`src/rtl/tcls_resync_pkg.sv`:
```
// Shared types and defaults for the lock-step resync controller.
package tcls_resync_pkg;

  // 3-bit FSM encoding, exported unchanged on state_o.
  typedef enum logic [2:0] {
    ST_RUN    = 3'd0,
    ST_DRAIN  = 3'd1,
    ST_UNLOAD = 3'd2,
    ST_RESET  = 3'd3,
    ST_RELOAD = 3'd4,
    ST_FAIL   = 3'd5
  } state_t;

  localparam int unsigned DefaultCntWidth       = 8;
  localparam int unsigned DefaultMaxOutstanding = 2;
  localparam int unsigned DefaultResetCycles    = 8;
  localparam int unsigned DefaultTimeoutCycles  = 1024;

  // Wider of the two dwell limits; sizes the shared per-state timer.
  function automatic int unsigned max_u(input int unsigned a, input int unsigned b);
    return (a > b) ? a : b;
  endfunction

endpackage

```
`src/rtl/tcls_outstanding_cnt.sv`:
```
// Saturating in-flight transaction counter for one bus; reports idle.
module tcls_outstanding_cnt
  import tcls_resync_pkg::*;
#(
  parameter int unsigned MaxOutstanding = DefaultMaxOutstanding
) (
  input  logic clk_i,
  input  logic rst_i,
  input  logic clr_i,
  input  logic req_i,
  input  logic gnt_i,
  input  logic rvalid_i,
  output logic idle_o
);

  localparam int unsigned CntW = $clog2(MaxOutstanding + 1);

  logic [CntW-1:0] count_reg, count_next;
  logic            issue;

  // Grant adds one, response removes one; both together cancel out.
  always_comb begin
    issue      = req_i & gnt_i;
    count_next = count_reg;
    if (issue && !rvalid_i) begin
      if (count_reg < CntW'(MaxOutstanding)) begin
        count_next = count_reg + 1'b1;
      end
    end else if (rvalid_i && !issue && (count_reg != '0)) begin
      count_next = count_reg - 1'b1;
    end
  end

  // Count register; clear wins over traffic.
  always_ff @(posedge clk_i) begin
    if (rst_i || clr_i) begin
      count_reg <= '0;
    end else begin
      count_reg <= count_next;
    end
  end

  assign idle_o = (count_reg == '0);

endmodule

```
`src/rtl/tcls_resync_ctrl.sv`:
```
// Recovery sequencer for the triple-core lock-step wrapper.
module tcls_resync_ctrl
  import tcls_resync_pkg::*;
#(
  parameter int unsigned CntWidth       = DefaultCntWidth,
  parameter int unsigned MaxOutstanding = DefaultMaxOutstanding,
  parameter int unsigned ResetCycles    = DefaultResetCycles,
  parameter int unsigned TimeoutCycles  = DefaultTimeoutCycles
) (
  input  logic                  clk_i,
  input  logic                  rst_i,
  input  logic                  enable_i,
  input  logic [2:0]            error_cba_i,
  input  logic                  instr_req_i,
  input  logic                  instr_gnt_i,
  input  logic                  instr_rvalid_i,
  input  logic                  data_req_i,
  input  logic                  data_gnt_i,
  input  logic                  data_rvalid_i,
  input  logic                  resync_irq_ack_i,
  input  logic                  unload_done_i,
  input  logic                  reload_done_i,
  output logic                  bus_block_o,
  output logic                  resync_irq_o,
  output logic [2:0]            core_rst_o,
  output logic                  boot_sel_o,
  output logic [2:0]            state_o,
  output logic [2:0]            faulty_core_o,
  output logic [3*CntWidth-1:0] mismatch_cnt_o,
  output logic                  fail_o,
  output logic                  timeout_o
);

  localparam int unsigned TimerW = $clog2(max_u(TimeoutCycles, ResetCycles) + 1);

  state_t            state_reg, state_next;
  logic [TimerW-1:0] timer_reg;
  logic [2:0]        faulty_reg, faulty_next;
  logic              timeout_reg, timeout_next;
  logic              ack_seen_reg;
  logic              count_mismatch;
  logic              instr_idle, data_idle;
  logic              timer_expired, reset_done;

  // In-flight trackers, zeroed while the cores are held in reset.
  tcls_outstanding_cnt #(.MaxOutstanding(MaxOutstanding)) u_instr_cnt (
    .clk_i    (clk_i),
    .rst_i    (rst_i),
    .clr_i    (state_reg == ST_RESET),
    .req_i    (instr_req_i),
    .gnt_i    (instr_gnt_i),
    .rvalid_i (instr_rvalid_i),
    .idle_o   (instr_idle)
  );

  tcls_outstanding_cnt #(.MaxOutstanding(MaxOutstanding)) u_data_cnt (
    .clk_i    (clk_i),
    .rst_i    (rst_i),
    .clr_i    (state_reg == ST_RESET),
    .req_i    (data_req_i),
    .gnt_i    (data_gnt_i),
    .rvalid_i (data_rvalid_i),
    .idle_o   (data_idle)
  );

  assign timer_expired = (timer_reg == TimerW'(TimeoutCycles - 1));
  assign reset_done    = (timer_reg == TimerW'(ResetCycles - 1));

  // Next-state logic; a regular exit takes priority over a timeout in the same cycle.
  always_comb begin
    state_next     = state_reg;
    faulty_next    = faulty_reg;
    timeout_next   = timeout_reg;
    count_mismatch = 1'b0;
    unique case (state_reg)
      ST_RUN: begin
        if (enable_i && (error_cba_i != 3'b000)) begin
          count_mismatch = 1'b1;
          faulty_next    = error_cba_i;
          state_next     = ((error_cba_i & (error_cba_i - 3'd1)) == 3'b000) ? ST_DRAIN : ST_FAIL;
        end
      end
      ST_DRAIN: begin
        if (instr_idle && data_idle) begin
          state_next = ST_UNLOAD;
        end else if (timer_expired) begin
          state_next   = ST_FAIL;
          timeout_next = 1'b1;
        end
      end
      ST_UNLOAD: begin
        if (ack_seen_reg && unload_done_i) begin
          state_next = ST_RESET;
        end else if (timer_expired) begin
          state_next   = ST_FAIL;
          timeout_next = 1'b1;
        end
      end
      ST_RESET: begin
        if (reset_done) begin
          state_next = ST_RELOAD;
        end
      end
      ST_RELOAD: begin
        if (reload_done_i) begin
          state_next  = ST_RUN;
          faulty_next = 3'b000;
        end else if (timer_expired) begin
          state_next   = ST_FAIL;
          timeout_next = 1'b1;
        end
      end
      ST_FAIL: begin
        state_next = ST_FAIL;
      end
      default: begin
        state_next = ST_FAIL;
      end
    endcase
  end

  // State, latched faulty core and sticky timeout flag.
  always_ff @(posedge clk_i) begin
    if (rst_i) begin
      state_reg   <= ST_RUN;
      faulty_reg  <= 3'b000;
      timeout_reg <= 1'b0;
    end else begin
      state_reg   <= state_next;
      faulty_reg  <= faulty_next;
      timeout_reg <= timeout_next;
    end
  end

  // Dwell timer: restarts on every state change, runs in the sequencing states.
  always_ff @(posedge clk_i) begin
    if (rst_i || (state_next != state_reg)) begin
      timer_reg <= '0;
    end else if ((state_reg != ST_RUN) && (state_reg != ST_FAIL)) begin
      timer_reg <= timer_reg + 1'b1;
    end
  end

  // Remembers the interrupt ack for the current UNLOAD visit only.
  always_ff @(posedge clk_i) begin
    if (rst_i || (state_reg != ST_UNLOAD)) begin
      ack_seen_reg <= 1'b0;
    end else if (resync_irq_ack_i) begin
      ack_seen_reg <= 1'b1;
    end
  end

  // Per-core saturating mismatch counters.
  for (genvar gi = 0; gi < 3; gi++) begin : g_mcnt
    logic [CntWidth-1:0] cnt_reg;
    // Bump on a qualified mismatch in RUN, stick at all-ones.
    always_ff @(posedge clk_i) begin
      if (rst_i) begin
        cnt_reg <= '0;
      end else if (count_mismatch && error_cba_i[gi] && (cnt_reg != '1)) begin
        cnt_reg <= cnt_reg + 1'b1;
      end
    end
    assign mismatch_cnt_o[gi*CntWidth +: CntWidth] = cnt_reg;
  end

  assign state_o       = state_reg;
  assign bus_block_o   = (state_reg == ST_DRAIN) || (state_reg == ST_RESET) || (state_reg == ST_FAIL);
  assign resync_irq_o  = (state_reg == ST_UNLOAD) && !ack_seen_reg;
  assign core_rst_o    = (state_reg == ST_RESET) ? 3'b111 : 3'b000;
  assign boot_sel_o    = (state_reg == ST_RESET) || (state_reg == ST_RELOAD);
  assign faulty_core_o = faulty_reg;
  assign fail_o        = (state_reg == ST_FAIL);
  assign timeout_o     = timeout_reg;

endmodule

```
`config.mk`:
```
export PLATFORM = sky130hd
export DESIGN_NAME = tcls_resync_ctrl
export DESIGN_NICKNAME = d
export VERILOG_FILES = /design/src/rtl/tcls_resync_pkg.sv /design/src/rtl/tcls_outstanding_cnt.sv /design/src/rtl/tcls_resync_ctrl.sv
export SDC_FILE = /design/constraint.sdc
export NUM_CORES = 1
export LEC_CHECK = 0
export ABC_AREA = 1
export BUFFER_PORTS_ARGS = -buffer_cell sky130_fd_sc_hd__buf_2
export CORE_ASPECT_RATIO = 1.2
export CORE_MARGIN = 4
export CORE_UTILIZATION = 45
export DETAILED_ROUTE_END_ITERATION = 6
export PLACE_DENSITY = 0.74
export SYNTH_ARGS = -nofsm -noshare
export SYNTH_HDL_FRONTEND = slang
export SYNTH_HIERARCHICAL = 1
export SYNTH_SLANG_ARGS = --single-unit
```
`constraint.sdc`:
```
create_clock -name clk_i -period 1.9 [get_ports clk_i]
set_input_delay 0.19 -clock clk_i [delete_from_list [all_inputs] [get_ports clk_i]]
set_output_delay 0.19 -clock clk_i [all_outputs]
set_load 0.05 [all_outputs]
```
Word level (Yosys, flattened, before mapping)

Cells that the tools add are included.
W data, S select, Z words.

Flip-flop bits (word level): 47
Bits of input ports: 15

Add/subtract/negate cells: 9
$lt $le $gt $ge: 2
Equality and inequality tests: 20
Mux-type cells: 25
Bitwise logic cells: 3
Reductions and logical operators: 44

Operators with widths:

| operator                | number |
|---|---|
| $mux W3                 | 10 |
| $add A8 B1 Y8 const B   | 3 |
| $ne A8 B8 Y1 const B    | 3 |
| $logic_and A1 B1 Y1     | 17 |
| $pmux W3 S5             | 1 |
| $ne A2 B2 Y1 const B    | 7 |
| $mux W2                 | 6 |
| $add A11 B1 Y11 const B | 1 |
| $eq A11 B10 Y1 const B  | 1 |
| $eq A11 B3 Y1 const B   | 1 |
| $reduce_bool A2 Y1      | 5 |
| $reduce_bool A3 Y1      | 3 |
| $eq A3 B2 Y1 const B    | 2 |
| $eq A3 B3 Y1 const B    | 2 |
| $logic_not A3 Y1        | 2 |
| $logic_or A1 B1 Y1      | 6 |
| $mux W1                 | 6 |
| $pmux W3 S2             | 1 |
| $logic_not A1 Y1        | 5 |
| $add A2 B1 Y2 const B   | 2 |
| $logic_not A2 Y1        | 2 |
| $lt A2 B2 Y1 const B    | 2 |
| $reduce_and A2 Y1       | 2 |
| $reduce_and A4 Y1       | 1 |
| 10 further kinds        | 12 |

Depth between registers and ports, before layout

Gate-level depths: netlist (run 1).

Depth after elaboration: 8
Mapped depth: 14

Modules after synthesis

The synthesis (run 1) kept the hierarchy.

By module, submodules not included:

| module               | instances | cells an instance | area each (µm²) | sequential area each (µm²) |
|---|---|---|---|---|
| tcls_resync_ctrl     | 1         | 328               | 2311.0          | 860.8 |
| tcls_outstanding_cnt | 2         | 22                | 120.1           | 40.0 |

Least setup slack after synthesis (run 1)

No wires, ideal clock.

Kind: register to register
Start point: register state_reg[0], in the netlist state_o[0]
End point: register timer_reg[10]
Setup time: 0.117 ns
Arrival: 2.149 ns
Data required time: 1.783 ns
Setup slack: -0.366 ns
Stages on the path, launching flop included: 13
Path buffers: 1
Path through: dfxtp_1 > inv_2 > nor2_4 > nand2_2 > inv_1 > nand2_1 > nand4_1 > nand2_1 > nand2_1 > nor2_1 > nand2_1 > buf_6 > nor2_2

Longest elaborated chain between the ends: 5

Ends and longest elaborated chain:

| what                              | RTL line                                                                | source |
|---|---|---|
| start, declared                   | tcls_resync_ctrl.sv:36                                                  | `state_t state_reg, state_next;` |
| start signal, assigned            | tcls_resync_ctrl.sv:129                                                 | `state_reg <= state_next;` |
| $mux W3                           | tcls_resync_ctrl.sv:86, tcls_resync_ctrl.sv:94, tcls_resync_ctrl.sv:108 |  |
| $mux W3, on equally long branches | tcls_resync_ctrl.sv:105, tcls_resync_ctrl.sv:84, tcls_resync_ctrl.sv:92 |  |
| $pmux W3 S5                       | tcls_resync_ctrl.sv:75                                                  | `unique case (state_reg)` |
| $ne A3 B3 Y1                      | tcls_resync_ctrl.sv:137                                                 | `if (rst_i \|\| (state_next != state_reg)) begin` |
| $logic_or A1 B1 Y1                | tcls_resync_ctrl.sv:137                                                 |  |
| end signal, assigned              | tcls_resync_ctrl.sv:140                                                 | `timer_reg <= timer_reg + 1'b1;` |
| end, declared                     | tcls_resync_ctrl.sv:37                                                  | `logic [TimerW-1:0] timer_reg;` |

Parallel ways exist; a longest one is shown, timed or not.
A chain may end at the register's enable or synchronous reset.

Final worst setup path (run 1)

Start point: register timer_reg[5]
End point: register timer_reg[0]

Longest elaborated chain between the ends: 6

Ends and longest elaborated chain:

| what                              | RTL line                                                                | source |
|---|---|---|
| $eq A11 B10 Y1                    | tcls_resync_ctrl.sv:66                                                  | `assign timer_expired = (timer_reg == TimerW'(TimeoutCycles - 1));` |
| $mux W3                           | tcls_resync_ctrl.sv:86, tcls_resync_ctrl.sv:94, tcls_resync_ctrl.sv:108 |  |
| $mux W3, on equally long branches | tcls_resync_ctrl.sv:105, tcls_resync_ctrl.sv:84, tcls_resync_ctrl.sv:92 |  |
| $pmux W3 S5 (*)                   | tcls_resync_ctrl.sv:75                                                  |  |
| $ne A3 B3 Y1 (*)                  | tcls_resync_ctrl.sv:137                                                 |  |
| $logic_or A1 B1 Y1 (*)            | tcls_resync_ctrl.sv:137                                                 |  |

Mark *: on every way between the ends. The rest lies on a longest branch, timed or not.

==> results.md, run 1 <==
- Total power: 2.130 mW
- Buf/Inv on CP: 1
- Vias in the first global route: approximately 2300
- Peak VDD IR: between 500 and 600 uV
- Gr usage total: between 10% and 20%
- # rows: 29
- Drt first pass iters: 6
- Fin crit share: roughly nine tenths
- Routed vias/inst: about 4.9
- Min-Delay Path Class: input port to register
- DRT Wirelength: approximately 5.6 mm
- Worst-skew pair later-pin latency: ~0.29 ns
- Count of final hold-check violations: 0
- Flop-to-flop setup slack: between 0.15 and 0.2 ns
- Quantity of I/O buffers inserted on ports: 52
- Fraction of layout cells with a size suffix above 1: ~25%
- Crit path kind: register to register
- Setup Skew: about 0.0055 ns
- Total number of vias: around 2400
- Post-Syn Nets: ~400
- Chip width: 76.74 um
- CTS tree: done
- Top-Level Pins: 53
- Max Clock Freq: 574.6 MHz
- Power per Cell Area: 702.3 nW/um2
- Final setup viols: 0
- Largest register FFs: 24
- Seq cells post-synth: 47
- Mapped Cells: about 370
- Sw Share: 30.82%
- Relative slew slack: around 75%
- Num Clock Sinks: 47
- Setup bufs post-CTS: 0
- Unique masters post-synth: 31
- Critical R2R Launch: timer_reg[5]$_SDFFE_PP0P_
- Post-CTS Resized: 0
- Starting density of the core: 47.19%
- Wire per inst: 11.26 um
- Largest net degree at the start of global routing: 19
- TritonCTS buffer count: 5
- Worst EP required: approximately 2.1 ns
- Cells along the critical path: nand2_1 > nor2_1 > nand3_2 > nand3_1 > nand2_1 > nand3_1 > nand2_1 > nand2_1 > nor2_1 > nand2_1 > buf_12 > nor2_1
- Crit-path leading delay family: simple AND/OR/NAND/NOR gates
- Critical path fanouts, max: 11
- Maximum clock path buffer count: 2
- Combinational share of power: about 20%
- Root Driver: clkbuf_8
- Crit path largest cell delay: roughly 0.41 ns
- Antenna violations before repair: 0
- Cell at the slowest stage of the critical path: dfxtp_1
- Total grt overflow: 0
- Final worst path period need: 1.740 ns
- Avg Cell Area, Syn: slightly below 7 um2
- HP Start: resync_irq_ack_i
- Setup TNS: 0 ns
- Clock share of power: a little under a third
- Critical Path End Type: register
- Drt drc: 0
- Gpl congestion: roughly 0.84
- Sw power: about 0.66 mW
- Die height: around 90 um
- Antenna diodes: 0
- Initial DRC Count: 174
- Final Max Tran Viols: 0
- P_leak: between 1 and 1.5 nW
- Crit path launch type: register
- P_int: between 1 and 1.5 mW
- Critical path arrival: 1.93 ns
- Post-DP HPWL: 4.306 mm
- Routed Antenna Nets: 0
- # nets final: around 450
- Netlist Area Pre-Place: between 2000 and 3000 um2
- Area of the core: between 5000 and 6000 um2
- Die ar.: 6943 um2
- Max-cap viol count: 0
- Unrepaired setup endpoints after global routing: false
- Synth Warn #: 6
- Worst-Margin Slew: ~0.37 ns
- CTS H-tree depth: 2
- Seq/Total Area, Yosys: 36.88%
- First-pass GRT wire length: approximately 9.4 mm
- Hold_buf cts: 0
- CP most frequent cell: nand2_1
- Synth-to-layout area growth: 18.88%
- Status: finished clean
- Crit. Startpoint: timer_reg[5]$_SDFFE_PP0P_
- CTS clk-pin slew, worst paths: 0.08 ns
- Share of power burned in registers: about half
-- cell families after synthesis --
family	synth area share [%]
AND/OR/NAND/NOR	34.62
buffers and inverters	9.858
AO/OA/AOI/OAI	10.64
flip-flops	36.88
XOR/XNOR	5.149
adder cells (fa/ha/maj)	2.452
multiplexers	0.3924
-- power by group through the flow --
stage	Sequential, mW	Clock [mW]	Combinational (mW)
2_1_floorplan	1.15	0	0.240
4_1_cts	1.05	0.675	0.422
3_5_place_dp	1.08	0	0.419
5_1_grt	1.06	0.717	0.461
6_report	1.05	0.656	0.420
3_3_place_gp	1.07	0	0.415
-- worst min-delay path, stage by stage --
cell and delay [ns]:
buf_2 0.09, o21ai_0 0.06, nor2_1 0.07
-- metal layers --
| metal | global-route usage, % | wire [um] | vias to the layer above |
|---|---|---|---|
| met3 | 3.393 | 243 | 10 |
| met1 | 19.77 | 2597 | 1081 |
| met4 | 4.230 | 81 | 0 |
| li1 | - | - | 1289 |
| met5 | 0 | 0 | - |
| met2 | 27.62 | 2638 | 57 |
-- layout make-up --
type | instances | area [um2]
clock inverter | 1 | 7.507
clock buffer | 7 | 96.34
fill | 511 | 2374
multi-input combinational | 263 | 1369
sequential | 47 | 950.9
timing repair buffer | 58 | 317.8
tap | 62 | 77.57
inverter | 56 | 214.0
-- final timing paths --
check	end	cells after the start
hold reg to reg	g_mcnt[2].cnt_reg[4]$_SDFFE_PP0P_	2
setup / recovery	timer_reg[0]$_SDFFE_PP0P_	12
hold / removal	ack_seen_reg$_SDFFE_PP0P_	3
setup reg to reg	timer_reg[0]$_SDFFE_PP0P_	12
-- cell usage in the layout, fill, tap and decap left out, types with 7 or more instances in the layout --
| master | n |
|---|---|
| clkbuf_8 | 7 |
| buf_2 | 52 |
| a21oi_1 | 25 |
| nand3_1 | 21 |
| dfxtp_1 | 39 |
| o21ai_0 | 19 |
| nand2_1 | 78 |
| dfxtp_2 | 8 |
| xor2_1 | 10 |
| inv_1 | 51 |
| nand4_1 | 7 |
| nor2_2 | 14 |
| nor2_1 | 46 |
-- synth_stat cells, drive strengths merged --
master	instances	area (um2)
a211oi	1	7.510
a21oi	25	125.1
a31oi	3	18.77
and3	2	12.51
buf	4	33.78
clkbuf	2	7.510
dfxtp	47	940.9
ha	5	62.56
inv	56	210.2
mux2i	1	10.01
nand2	85	341.6
nand3	23	120.1
nand3b	1	7.510
nand4	7	43.79
nor2	65	311.5
nor3	7	40.04
nor4	1	6.260
o21ai	21	108.9
o21bai	1	11.26
xnor2	5	43.79
xor2	10	87.58
-- stage by stage --
stage / cells / cell area (um2) / worst slack (ns) / utilization (%) / hold WS, ns
after floorplan: 372 / 2564 / 0.03529 / - / 0.2520
after global placement: 486 / 2918 / 0.1577 / 53.97 / 0.4518
after detailed placement: 486 / 2918 / 0.1462 / 53.97 / 0.4529
after CTS: 494 / 3022 / 0.09722 / 55.89 / 0.1547
after global routing: 494 / 3033 / 0.004901 / 56.10 / 0.1669
final: 494 / 3033 / 0.1597 / 56.10 / 0.1619
(Power assumes the default switching activity.)
==> inputs of run 2 (changes only) <==
CORE_MARGIN = default   (was 4)
PLACE_DENSITY = 0.68   (was 0.74)
==> run 2 against run 1 <==
The flow now finishes with violations (design-rule violations). Sequential power hardly changed. Maximum frequency is 3.1% higher. Sequential cell count unchanged. Final cell count decreased by 0.40%. Via count up 0.25%. Combinational power barely moved. Sequential share of layout area increased by 0.25 points. Utilization is 0.064 points lower. Largest power group unchanged. Highest routed layer unchanged.
==> results.md, run 2 (synthesized netlist as in run 1, its figures left out) <==
- Status: finished with violations
- Failing checks: design-rule violations
- Pre-CTS setup slack: 0.09393 ns (-0.05230 ns)
- Die height: 84.48 um (-6.6%)
- Final worst path period need: 1.689 ns (-0.05166 ns)
- Peak VDD IR: 554.5 uV (-5.4%)
- Antenna violations before repair: 0 (unchanged)
- Maximum clock path buffer count: 2 (unchanged)
- Fin worst setup slack: 0.2114 ns (+0.05166 ns)
- P_leak: 1.380 nW (-1.5%)
- Finished Layout Cells: 492 (-0.40%)
- CTS H-tree depth: 2 (unchanged)
- Final Max Tran Viols: 0 (unchanged)
- Crit path launch type: register
- Unrepaired setup endpoints after global routing: false
- Routed vias/inst: 4.965 (+0.65%)
- DRT Wirelength: 5.279 mm (-5.1%)
- Fill count: 554 (+8.4%)
- Drt first pass iters: 6 (unchanged)
- Drt drc: 10 (+10)
- Synth-to-layout area growth: 17.95%
- Total number of vias: 2443 (+0.25%)
- Total power: 2.065 mW (-3.1%)
- Top-Level Pins: 53 (unchanged)
- First-pass GRT wire length: 9.522 mm (+1.3%)
- Quantity of I/O buffers inserted on ports: 52 (unchanged)
- Routed Antenna Nets: 0 (unchanged)
- Wire per inst: 10.73 um (-4.7%)
- Count of final hold-check violations: 0 (unchanged)
- Largest net degree at the start of global routing: 19 (unchanged)
- Largest register FFs: 24 (unchanged)
- Setup bufs post-CTS: 0 (unchanged)
- Antenna diodes: 0 (unchanged)
- Area of the core: 5370 um2 (-0.67%)
- Commonest non-fill, non-tap cell in the layout: nand2_1
- TritonCTS buffer count: 5 (unchanged)
- Power per Cell Area: 686.2 nW/um2 (-2.3%)
- Setup TNS: 0 ns (unchanged)
- Hold slack: 0.1497 ns (-0.01221 ns)
- Dpl cell area: 2903 um2 (-0.51%)
- CTS clk-pin slew, worst paths: 0.09 ns (about the same)
- CTS tree: done
- Fraction of layout cells with a size suffix above 1: 25.35% (-0.11 points)
- Crit path kind: register to register
- Final setup viols: 0 (unchanged)
- Relative slew slack: 75.65% (+0.24 points)
- Worst EP required: 2.10 ns (about the same)
- Post-DP HPWL: 4.077 mm (-5.3%)
- Max-cap viol count: 0 (unchanged)
- Num Clock Sinks: 47 (unchanged)
- # nets final: 449 (-0.44%)
- Fin area: 3009 um2 (-0.78%)
- Min-Delay Path Class: input port to register
- Starting density of the core: 47.51% (+0.32 points)
- Cell Count Post-Placement: 484 (-0.41%)
- Critical path fanouts, max: 11 (unchanged)
- Critical Path End Type: register
- Layout Utilization: 56.03% (-0.064 points)
- Initial DRC Count: 87 (-50%)
- Worst-Margin Slew: 0.3653 ns (-0.003582 ns)
- Vias in the first global route: 2312 (+2.4%)
- Fin crit share: 88.87% (-2.7 points)
- Hold_buf cts: 0 (unchanged)
- Setup Skew: 0.007945 ns (+0.002419 ns)
- Max Clock Freq: 592.2 MHz (+3.1%)
- # rows: 29 (unchanged)
- Total grt overflow: 0 (unchanged)
- Chip width: 70.74 um (-7.8%)
- Gpl congestion: 0.8759 (+3.7%)
- Root Driver: clkbuf_8
- Leading cell types in the layout, fill and taps excluded: nand2_1 (77), buf_2 (52), inv_1 (51), nor2_1 (47), dfxtp_1 (39)
- Worst-skew pair later-pin latency: 0.30 ns (about the same)
- Critical path arrival: 1.88 ns (-0.05 ns)
- Die ar.: 5976 um2 (-14%)
- Gr usage total: 19.52% (+3.6 points)
==> run 2: routing by layer <==
metal	GRT usage [%]	vias to the layer above	routed length, um
met5	0	-	0
met4	7.818	0	91
met3	4.442	7	270
met2	33.92	56	2519
met1	23.12	1088	2398
li1	-	1292	-
==> run 2: critical path, cell delays in order, from the launching register on <==
cell,delay [ns]
dfxtp_1,0.38
ha_1,0.16
nand2_1,0.05
nor2_1,0.16
nand3_2,0.13
nand3_1,0.09
nand2_1,0.09
nand3_1,0.09
nand2_1,0.05
nand2_1,0.05
nor2_1,0.04
nand2_1,0.10
buf_12,0.15
nor2_2,0.04
==> run 2: layout make-up <==
type | instances | area, um2 | area share [%]
clock buffer | 5 | 68.82 | 2.287
clock inverter | 3 | 20.02 | 0.6653
inverter | 56 | 214.0 | 7.110
multi-input combinational | 263 | 1375 | 45.70
sequential | 47 | 950.9 | 31.60
tap | 62 | 77.57 | 2.578
timing repair buffer | 56 | 302.8 | 10.06
==> run 2: timing repair <==
item                       4_1_cts  5_1_grt
hold endpoints to repair         0        0
setup endpoints to repair        0       19
gates resized for setup          0        5
==> run 2: where the power goes <==
part	internal, mW	total [mW]	switching [mW]
combinational	0.126	0.419	0.293
clock	0.256	0.595	0.339
sequential	1.02	1.05	0.0336
==> run 2: final timing paths <==
path,cells past startpoint,from,slack [ns],end
worst max-delay path,13,timer_reg[1]$_SDFFE_PP0P_,0.21,timer_reg[6]$_SDFFE_PP0P_
worst max register to register,13,timer_reg[1]$_SDFFE_PP0P_,0.21,timer_reg[6]$_SDFFE_PP0P_
worst min-delay path,3,resync_irq_ack_i,0.15,ack_seen_reg$_SDFFE_PP0P_
worst min register to register,2,g_mcnt[2].cnt_reg[4]$_SDFFE_PP0P_,0.46,g_mcnt[2].cnt_reg[4]$_SDFFE_PP0P_
==> inputs of run 3 (changes only) <==
CORE_MARGIN = 2   (was default)
==> run 3 against run 2 <==
The flow now finishes without violations. Maximum frequency shrank 1.1%. Clock-buffer cell count unchanged. Sequential power about the same. Power increased by 6.9%. Via count increased by 1.2%. First-iteration DRC count up 60%. Critical path depth shrank 3. Clock power rose by 24%.
==> results.md, run 3 (synthesized netlist as in run 1, its figures left out) <==
- Setup TNS: 0 ns (unchanged)
- Setup Skew: 0.01184 ns (+0.003893 ns)
- Num Clock Sinks: 47 (unchanged)
- Pre-CTS setup slack: 0.09171 ns (-0.002216 ns)
- Post-CTS Resized: 0 (unchanged)
- Routed vias/inst: 5.016 (+1.0%)
- Critical path arrival: 1.91 ns (+0.03 ns)
- Status: finished clean
- Quantity of I/O buffers inserted on ports: 52 (unchanged)
- Starting density of the core: 45.92% (-1.6 points)
- Met2 WL post-DR: 2.606 mm (+3.5%)
- Fraction of layout cells with a size suffix above 1: 25.17% (-0.17 points)
- Total number of vias: 2473 (+1.2%)
- Die height: 86.48 um (+2.4%)
- P_leak: 1.394 nW (+1.0%)
- Fin worst setup slack: 0.1920 ns (-0.01943 ns)
- Setup bufs post-CTS: 0 (unchanged)
- DR top layer: met4
- Largest register FFs: 24 (unchanged)
- Leading cell types in the layout, fill and taps excluded: nand2_1 (77), buf_2 (52), inv_1 (51), nor2_1 (48), dfxtp_1 (38)
- Final worst path period need: 1.708 ns (+0.01943 ns)
- Die ar.: 6290 um2 (+5.3%)
- CTS H-tree depth: 2 (unchanged)
- Max-cap viol count: 0 (unchanged)
- Antenna violations before repair: 0 (unchanged)
- DR WL met3: 386 um (+43%)
- Crit path kind: register to register
- Peak VDD IR: 581.6 uV (+4.9%)
- First-pass GRT wire length: 9.453 mm (-0.72%)
- Largest net degree at the start of global routing: 19 (unchanged)
- Root Driver: clkbuf_8
- Gr usage total: 18.75% (-0.77 points)
- Worst-Margin Slew: 0.3665 ns (+0.001204 ns)
- Hold_buf cts: 0 (unchanged)
- Routed Antenna Nets: 0 (unchanged)
- Chip width: 72.74 um (+2.8%)
- Post-DP HPWL: 4.236 mm (+3.9%)
- Maximum clock path buffer count: 2 (unchanged)
- Synth-to-layout area growth: 18.78%
- Worst-skew pair later-pin latency: 0.30 ns (about the same)
- DRT Wirelength: 5.495 mm (+4.1%)
- Unrepaired setup endpoints after global routing: false
- Top-Level Pins: 53 (unchanged)
- WL met1: 2.408 mm (+0.42%)
- TritonCTS buffer count: 5 (unchanged)
- Fin crit share: 89.90% (+1.0 points)
- Final Max Tran Viols: 0 (unchanged)
- Max Clock Freq: 585.5 MHz (-1.1%)
- Antenna diodes: 0 (unchanged)
- Total grt overflow: 0 (unchanged)
- Relative slew slack: 75.57% (-0.080 points)
- Crit path launch type: register
- Initial DRC Count: 139 (+60%)
- Fin area: 3030 um2 (+0.71%)
- Total power: 2.206 mW (+6.9%)
- CTS clk-pin slew, worst paths: 0.09 ns (about the same)
- Area of the core: 5555 um2 (+3.4%)
- CTS tree: done
- Drt first pass iters: 4 (-2)
- Count of final hold-check violations: 0 (unchanged)
- # nets final: 448 (-0.22%)
- Wire per inst: 11.15 um (+3.9%)
- Min-Delay Path Class: input port to register
- Worst EP required: 2.10 ns (about the same)
- # rows: 30 (+3.4%)
- Power per Cell Area: 728.0 nW/um2 (+6.1%)
- Drt drc: 0 (-10)
- Vias in the first global route: 2262 (-2.2%)
- Final setup viols: 0 (unchanged)
- Gpl congestion: 0.9109 (+4.0%)
- Dpl cell area: 2898 um2 (-0.17%)
- Critical Path End Type: register
- Critical path fanouts, max: 9 (-2)
- Commonest non-fill, non-tap cell in the layout: nand2_1
## run 3: path summary, 6_finish.rpt
check | start | to | slack, ns | depth (start not counted)
worst min register to register | g_mcnt[2].cnt_reg[4]$_SDFFE_PP0P_ | g_mcnt[2].cnt_reg[4]$_SDFFE_PP0P_ | 0.46 | 2
worst min-delay path | resync_irq_ack_i | ack_seen_reg$_SDFFE_PP0P_ | 0.14 | 3
worst max register to register | state_o[1]$_SDFF_PP0_ | timer_reg[9]$_SDFFE_PP0P_ | 0.19 | 10
worst max-delay path | state_o[1]$_SDFF_PP0_ | timer_reg[9]$_SDFFE_PP0P_ | 0.19 | 10
## run 3: metrics by stage
| stage | hold slack [ns] | instances | util (%) |
|---|---|---|---|
| floorplan | 0.2520 | 372 | - |
| global placement | 0.4443 | 485 | 52.16 |
| detailed placement | 0.4520 | 485 | 52.16 |
| CTS | 0.1456 | 493 | 54.26 |
| global route | 0.1799 | 493 | 54.55 |
| finish | 0.1408 | 493 | 54.55 |
## run 3: final cells by class
cell class                 instances  area (um2)
clock inverter                     3       47.55
sequential                        47       952.2
fill                             564        2525
multi-input combinational        263        1373
clock buffer                       5       68.82
timing repair buffer              55       295.3
tap                               64       80.08
inverter                          56       214.0
## run 3: power by group
group	internal (mW)	switching, mW	total, mW	leakage (nW)
clock	0.399	0.340	0.738	0.0587
sequential	1.02	0.0340	1.05	0.384
combinational	0.124	0.293	0.416	0.951
total	1.54	0.666	2.21	1.39
## run 3: metal layers
metal,up-vias,global-route usage (%)
li1,1291,-
met1,1097,23.58
met2,75,30.74
met3,10,5.233
met4,0,6.397
met5,-,0
## run 3: worst max-delay path: stages (launching register included)
cell	delay (ns)
dfxtp_2	0.46
inv_1	0.12
nand2_1	0.08
inv_1	0.04
nand2_1	0.09
nand2_1	0.14
nor2_2	0.18
nand4_1	0.15
nor2_1	0.15
xnor2_1	0.14
nor2_2	0.05
